[src/rtl/lutfifo32_rd.sv]
// 32-entry single-clock FIFO on distributed RAM with async read.
// Owns pointers, occupancy, status flags and sticky error flags.
module lutfifo32_rd #(
  parameter int WIDTH        = 64,
  parameter int AFULL_THRESH = 28
) (
  input  logic             CLK,
  input  logic             Reset,
  input  logic [WIDTH-1:0] WrData,
  input  logic             WrEn,
  output logic             Full,
  output logic             AlmostFull,
  output logic [WIDTH-1:0] RdData,
  input  logic             RdEn,
  output logic             Empty,
  output logic [5:0]       Count,
  output logic             Overflow,
  output logic             Underflow,
  input  logic             ClrErr
);

  logic [WIDTH-1:0] mem [32];
  logic [4:0]       wa;
  logic [4:0]       ra;
  logic             push;
  logic             pop;
  logic             ovf_ev;
  logic             unf_ev;
  logic [5:0]       cnt_nxt;

  // a pop frees the head slot, so a full FIFO may accept a push alongside it
  assign push   = WrEn & (~Full | RdEn);
  assign pop    = RdEn & ~Empty;
  assign ovf_ev = WrEn & Full & ~RdEn;
  assign unf_ev = RdEn & Empty;

  always_comb begin
    cnt_nxt = Count;
    unique case (1'b1)
      push & ~pop: cnt_nxt = Count + 6'd1;
      pop & ~push: cnt_nxt = Count - 6'd1;
      default:     cnt_nxt = Count;
    endcase
  end

  always_ff @(posedge CLK) begin
    if (push) mem[wa] <= WrData;
  end

  assign RdData = mem[ra];

  always_ff @(posedge CLK or posedge Reset) begin
    if (Reset) begin
      wa         <= 5'd0;
      ra         <= 5'd0;
      Count      <= 6'd0;
      Empty      <= 1'b1;
      Full       <= 1'b0;
      AlmostFull <= 1'b0;
      Overflow   <= 1'b0;
      Underflow  <= 1'b0;
    end else begin
      if (push) wa <= wa + 5'd1;
      if (pop)  ra <= ra + 5'd1;
      Count      <= cnt_nxt;
      Empty      <= (cnt_nxt == 6'd0);
      Full       <= (cnt_nxt == 6'd32);
      AlmostFull <= (cnt_nxt >= 6'(AFULL_THRESH));
      // a new error in the same cycle as a clear keeps the flag set
      Overflow   <= ovf_ev | (Overflow & ~ClrErr);
      Underflow  <= unf_ev | (Underflow & ~ClrErr);
    end
  end

  a_count: assert property (@(posedge CLK) disable iff (Reset)
    (Count <= 6'd32) && (Count[4:0] == 5'(wa - ra)));

  a_fe: assert property (@(posedge CLK) disable iff (Reset)
    !(Full && Empty));

endmodule

[config.mk]
export PLATFORM = sky130hd
export DESIGN_NAME = lutfifo32_rd
export DESIGN_NICKNAME = d
export VERILOG_FILES = /design/src/rtl/lutfifo32_rd.sv
export SDC_FILE = /design/constraint.sdc
export NUM_CORES = 2
export LEC_CHECK = 0
export ABC_AREA = 1
export ABC_CLOCK_PERIOD_IN_PS = 5300
export CAP_MARGIN = 25
export CELL_PAD_IN_SITES_DETAIL_PLACEMENT = 0
export CELL_PAD_IN_SITES_GLOBAL_PLACEMENT = 1
export CORE_MARGIN = 3
export CORE_UTILIZATION = 35
export CTS_CLUSTER_SIZE = 16
export DETAILED_ROUTE_END_ITERATION = 10
export PLACE_DENSITY = 0.56
export SYNTH_ARGS = -nofsm -noshare
export SYNTH_HDL_FRONTEND = slang
export SYNTH_SLANG_ARGS = --single-unit
[constraint.sdc]
create_clock -name CLK -period 5.3 [get_ports CLK]
set_input_delay 1.06 -clock CLK [delete_from_list [all_inputs] [get_ports CLK]]
set_output_delay 1.06 -clock CLK [all_outputs]
set_load 0.02 [all_outputs]
# --- Yosys cells after proc, flatten, opt, wreduce, memory -nomap -nowiden ---
# Memory sizes are Yosys's and may differ from the RTL's.
# Index checks and enable logic that the tools add are counted.
op_classes:
  addsub: 4
  mul: 0
  div_mod_pow: 0
  magnitude_cmp: 1
  n_eq_ne: 1
  shift: 0
  n_mux: 3
  bitwise: 18
  reduce_logical: 1
ops:
  columns: ["op", "count"]
  rows:
  - ["case mux 6 bit (2 select lines)", 1]
  - ["adder 5 x 1 -> 5 bit, second input constant", 2]
  - ["AND 1 bit", 9]
  - ["adder 6 x 1 -> 6 bit, second input constant", 1]
  - ["equality test 6 bit, second input constant", 1]
  - ["greater-or-equal comparator 6 x 5 -> 1 bit, second input constant", 1]
  - ["logical NOT 6 bit", 1]
  - ["NOT 1 bit", 6]
  - ["subtractor 6 x 1 -> 6 bit, second input constant", 1]
  - ["bitwise OR 1 bit", 3]
  - ["2-to-1 mux 1 bit", 2]
word_totals:
  regBits: 21
  latch_bits: 0
  mem_bits_rw: 2048
  mem_bits_ro: 0
  input_bits: 69
  out_inout_bits: 75
  elab_cells: 37
  memories: 1
mem_list:
  columns: ["memory", "depth", "word_bits", "rd", "rd_ports_with_merged_regs", "wr", "line", "source"]
  rows:
  - ["mem", 32, 64, 1, 0, 1, "22", "logic [WIDTH-1:0] mem [32];"]

# --- Longest topological paths before layout ---
depth:
  depth_word: 7
  mapped_depth: 16
  mapped_depth_nobuf: 16

# --- Least setup slack after synthesis ---
# No wires, ideal clock.
synth_path:
  path_type: "input-to-reg"
  from: "input RdEn"
  to: "memory mem[11][0] (enable)"
  setup_time_ns: 0.487
  arrival_ns: 4.271
  required_time_ns: 4.813
  path_slack_ns: 0.542
  cell_stages: 6
  cell_sequence: "inv_1 > nand2_1 > nand2_1 > clkinv_1 > nand2_1 > nor2_1"
synth_between:
  elab_chain_cells: 4
synth_rtl:
  columns: ["item", "line", "source"]
  rows:
  - ["start, declared", "14", "input logic RdEn,"]
  - ["bitwise OR 1 bit", "32", "assign push = WrEn & (~Full | RdEn);"]
  - ["AND 1 bit", "32", null]
  - ["2-to-1 mux 1 bit", "47", "if (push) mem[wa] <= WrData;"]
  - ["2-to-1 mux 1 bit (not written as such)", "47", null]
  - ["end, declared", "22", null]
# Every way passes these cells.

# --- Worst setup path in the final report ---
layout_path:
  from: "register ra[1]"
  to: "output RdData[22]"
layout_between:
  elab_chain_cells: 1
layout_rtl:
  columns: ["item", "line", "source"]
  rows:
  - ["start, declared", "24", "logic [4:0] ra;"]
  - ["start signal, assigned", "64", "if (pop) ra <= ra + 5'd1;"]
  - ["memory (32 x 64 bit)", null, null]
  - ["end, declared", "13", "output logic [WIDTH-1:0] RdData,"]
# Every way passes these cells.

==> impl_metrics.env <==
export IMPL_run_status="completed"
export IMPL_clk_pin_slew_worst_paths_ns=0.06
export IMPL_routed_wl_um=260000
export IMPL_synth_area_top_cells="sky130_fd_sc_hd__edfxtp_1, sky130_fd_sc_hd__o21ai_0, sky130_fd_sc_hd__nor2_1"
export IMPL_seq_area_um2=62000
export IMPL_synthMostInstantiatedCell="sky130_fd_sc_hd__edfxtp_1"
export IMPL_via_per_inst=5.46
export IMPL_share_of_the_synthesized_area_in_compound_gates_ao_oa_aoi_oai_pct=11.8
export IMPL_synth_xor_area_share_pct=0.0972
export IMPL_cts_tree="done"
export IMPL_hpwl_um=125000
export IMPL_post_synth_cell_area_avg_um2=13.5
export IMPL_final_core_util_pct=40.9
export IMPL_cp_required_ns=4.24
export IMPL_ff2ff_path_depth=6
export IMPL_rsz_0062_raised_after_global_routing="yes"
export IMPL_postSynth_asyncResetShare_pct=1.01
export IMPL_fmax_mhz=195
export IMPL_ys_seq_area_share_pct=76.5
export IMPL_synth_distinct_cells=38
export IMPL_placementRows=176
export IMPL_largest_net_degree_at_the_start_of_global_routing=201
export IMPL_fin_nets=6254
export IMPL_setup_worst_path_end_class="output port"
export IMPL_grt_remaining_overflow=0
export IMPL_fin_crit_sh_pct=96.8
export IMPL_worst_setup_path_startpoint="ra[1]"
export IMPL_synthTopCellsByCount="sky130_fd_sc_hd__edfxtp_1, sky130_fd_sc_hd__nor2_1, sky130_fd_sc_hd__o21ai_0"
export IMPL_r2r_end="mem[23][14]"
export IMPL_numCtsBuffers=215
export IMPL_number_of_antenna_violations_at_the_first_check_in_global_routing=23
export IMPL_root_buffer_cell="sky130_fd_sc_hd__clkbuf_16"
export IMPL_hold_sp="Overflow"
export IMPL_layout_filler_cells=21388
export IMPL_area_of_combinational_cells_with_multiple_inputs_um2=17100
export IMPL_critical_path_max_fanout=157
export IMPL_initial_standard_cell_utilization_of_the_core_pct=35.2
export IMPL_yosys_area_top_type="sky130_fd_sc_hd__edfxtp_1"
export IMPL_numClockSinks=2069
export IMPL_route_vias_total=51224
export IMPL_irDropWorstVdd_mv=0.461
export IMPL_timing_reg2reg_setup_slack_ns=2.35
export IMPL_post_synth_instance_area_um2=81100
export IMPL_insertion_delay_ns=0.86
export IMPL_syn_nets=6100
export IMPL_final_setup_skew_ns=0.0403
export IMPL_final_cell_count_no_fill=9381
export IMPL_mux_share_of_post_synthesis_cell_area_pct=0
export IMPL_die_height_um=487
export IMPL_total_leakage_power_nw=29.8
export IMPL_synth_edff_count=2048
export IMPL_post_route_ant_nets=0
export IMPL_drt_pass1_iter_count=5
export IMPL_max_cap_viol_count=0
export IMPL_hold_violations=0
export IMPL_yosysWarnings=0
export IMPL_yosysTopAreaCellShare_pct=75.8
export IMPL_synth_flop_cell="sky130_fd_sc_hd__edfxtp_1"
export IMPL_worst_r2r_startpoint="Full"
export IMPL_synth_cells=6024
export IMPL_dp_cells=8945
export IMPL_grt_pass1_wl_um=371000
export IMPL_setup_crit_path_kind="flip-flop to output port"
export IMPL_drc_errors=0
export IMPL_die_x_um=487
export IMPL_drtIter0Drc=4775
export IMPL_setup_worst_path_end="RdData[22]"
export IMPL_htreeDepth=4
export IMPL_maxSlewViolCount=0
export IMPL_adder_cell_area_share_of_the_yosys_netlist_pct=0.108
export IMPL_area_delta_synth_final_pct=16.3
export IMPL_post_route_cells_drive_above_1_share_pct=8.71
export IMPL_io_pin_count=144
export IMPL_core_area_um2=230000
export IMPL_worst_slew_margin_pct=20.1
export IMPL_hp_class="flip-flop to flip-flop"
export IMPL_cts_root_to_sink_buffers=3
export IMPL_post_synth_and_or_nand_nor_area_fraction_pct=8.69
export IMPL_setup_viol_count_final=0
export IMPL_design_die_area_um2=238000
export IMPL_max_slew_worst_pin_slew_ns=1.20
export IMPL_avgRoutedWirePerCell_um=27.7
export IMPL_io_buffer_count=143
export IMPL_finalWeightedCongestion=0.737
export IMPL_post_route_min_period_ns=5.13
export IMPL_cp_start_kind="flip-flop"
export IMPL_arrival_ns=4.07
export IMPL_postSynthRegisterBits=2069
export IMPL_first_global_vias=49238
export IMPL_grt_util_all_layers_pct=21.6
export IMPL_power_per_cell_area_nw_per_um2=559
export IMPL_combinational_family_with_the_most_area_after_synthesis="compound AO/OA/AOI/OAI gates"
[worst min-delay path by stage]
stage           endpoint  slack, ns  depth (start not counted)
6_report        Overflow       0.55                          2
4_1_cts         Overflow       0.55                          2
2_1_floorplan      wa[4]       0.55                          2
5_1_grt         Overflow       0.58                          2
3_3_place_gp   Underflow       0.52                          2
3_5_place_dp    Overflow       0.54                          2
[cells by family after synthesis]
logic type | after synthesis
adder cells (fa/ha/maj) | 7
buffers and inverters | 463
AND/OR/NAND/NOR | 1793
AO/OA/AOI/OAI | 1683
XOR/XNOR | 9
flip-flops | 2069
[worst max-delay path, cell delays in order, from the launching register on]
cell                              delay [ns]
sky130_fd_sc_hd__dfrtp_4                0.77
sky130_fd_sc_hd__buf_16                 0.45
sky130_fd_sc_hd__o21ai_0                0.21
sky130_fd_sc_hd__o211ai_1               0.26
sky130_fd_sc_hd__nand3_1                0.17
sky130_fd_sc_hd__a32oi_1                0.37
sky130_fd_sc_hd__clkdlybuf4s50_1        0.68
[cell type report]
class / count / share of cell area (%)
Antenna cell: 4 / 0.0106
Clock buffer: 284 / 6.14
Clock inverter: 106 / 0.825
Inverter: 40 / 0.228
Multi-Input combinational cell: 3492 / 18.1
Sequential cell: 2069 / 65.8
Tap cell: 3026 / 4.02
Timing Repair Buffer: 360 / 4.89
[per-layer routing]
layer	wire length, µm	vias to the layer above	part of all wire [%]	track usage [%]
met5	57	-	0.022	0
met4	4990	10	1.9	4.70
met3	13400	315	5.2	3.03
met2	121000	1480	46	34.3
met1	121000	26615	47	31.5
li1	-	22804	-	-
[sequential cells by signal (all words and copies together) (netlist names)]
signal	cells
mem	2048
Count	6
ra	5
wa	5
AlmostFull	1
Empty	1
Full	1
Overflow	1
Underflow	1
[stage by stage]
stage / instance area, µm² / power, W / worst slack (ns) / hold slack [ns] / TNS, ns
3_3_place_gp: 86700 / 0.0386 / 0.861 / 0.519 / 0
6_report: 94300 / 0.0527 / 0.170 / 0.551 / 0
3_5_place_dp: 86700 / 0.0386 / 0.857 / 0.543 / 0
5_1_grt: 94300 / 0.0555 / -0.0222 / 0.578 / -0.0293
2_1_floorplan: 81100 / 0.0308 / 0.542 / 0.551 / 0
4_1_cts: 93400 / 0.0530 / -0.0225 / 0.552 / -0.0379
[report_power, final]
group	internal (W)	total (W)	switching [W]
logic	0.00581	0.0190	0.0131
registers	0.0191	0.0194	0.000316
clock network	0.00806	0.0143	0.00627
total	0.0329	0.0527	0.0197
[what timing repair did]
item / in CTS / in global routing
pin swaps: 1 / 0
setup buffers: 7 / 4
hold buffers: 0 / 0
setup endpoints to repair: 3 / 33
cloned: 0 / 0
resized for setup: 0 / 17
[cell usage in the layout, fill, tap and decap left out, types with 3 or more instances in the layout]
cell type and n:
sky130_fd_sc_hd__nor3_1 6, sky130_fd_sc_hd__clkinv_1 50, sky130_fd_sc_hd__clkbuf_1 62, sky130_fd_sc_hd__diode_2 4
sky130_fd_sc_hd__clkdlybuf4s50_1 140, sky130_fd_sc_hd__nand2_1 287, sky130_fd_sc_hd__buf_6 3, sky130_fd_sc_hd__o21ai_1 68
sky130_fd_sc_hd__buf_16 20, sky130_fd_sc_hd__nand4_1 23, sky130_fd_sc_hd__edfxtp_1 2048, sky130_fd_sc_hd__clkbuf_16 231
sky130_fd_sc_hd__nor2_4 33, sky130_fd_sc_hd__o22ai_1 319, sky130_fd_sc_hd__nor2_1 1271, sky130_fd_sc_hd__nand3_1 142
sky130_fd_sc_hd__buf_4 106, sky130_fd_sc_hd__a31oi_1 8, sky130_fd_sc_hd__buf_8 6, sky130_fd_sc_hd__clkinv_2 38
sky130_fd_sc_hd__dfrtp_1 16, sky130_fd_sc_hd__inv_1 33, sky130_fd_sc_hd__bufinv_16 9, sky130_fd_sc_hd__a21oi_1 49
sky130_fd_sc_hd__xor2_1 7, sky130_fd_sc_hd__or2_1 8, sky130_fd_sc_hd__a32oi_2 7, sky130_fd_sc_hd__a32oi_1 13
sky130_fd_sc_hd__buf_12 75, sky130_fd_sc_hd__and3_1 20, sky130_fd_sc_hd__ha_1 7, sky130_fd_sc_hd__o21a_1 21
sky130_fd_sc_hd__dfrtp_4 4, sky130_fd_sc_hd__o221ai_1 56, sky130_fd_sc_hd__inv_6 5, sky130_fd_sc_hd__o211a_1 6
sky130_fd_sc_hd__o21ai_0 1003, sky130_fd_sc_hd__o211ai_1 131
Power figures use the tool's default switching activity.
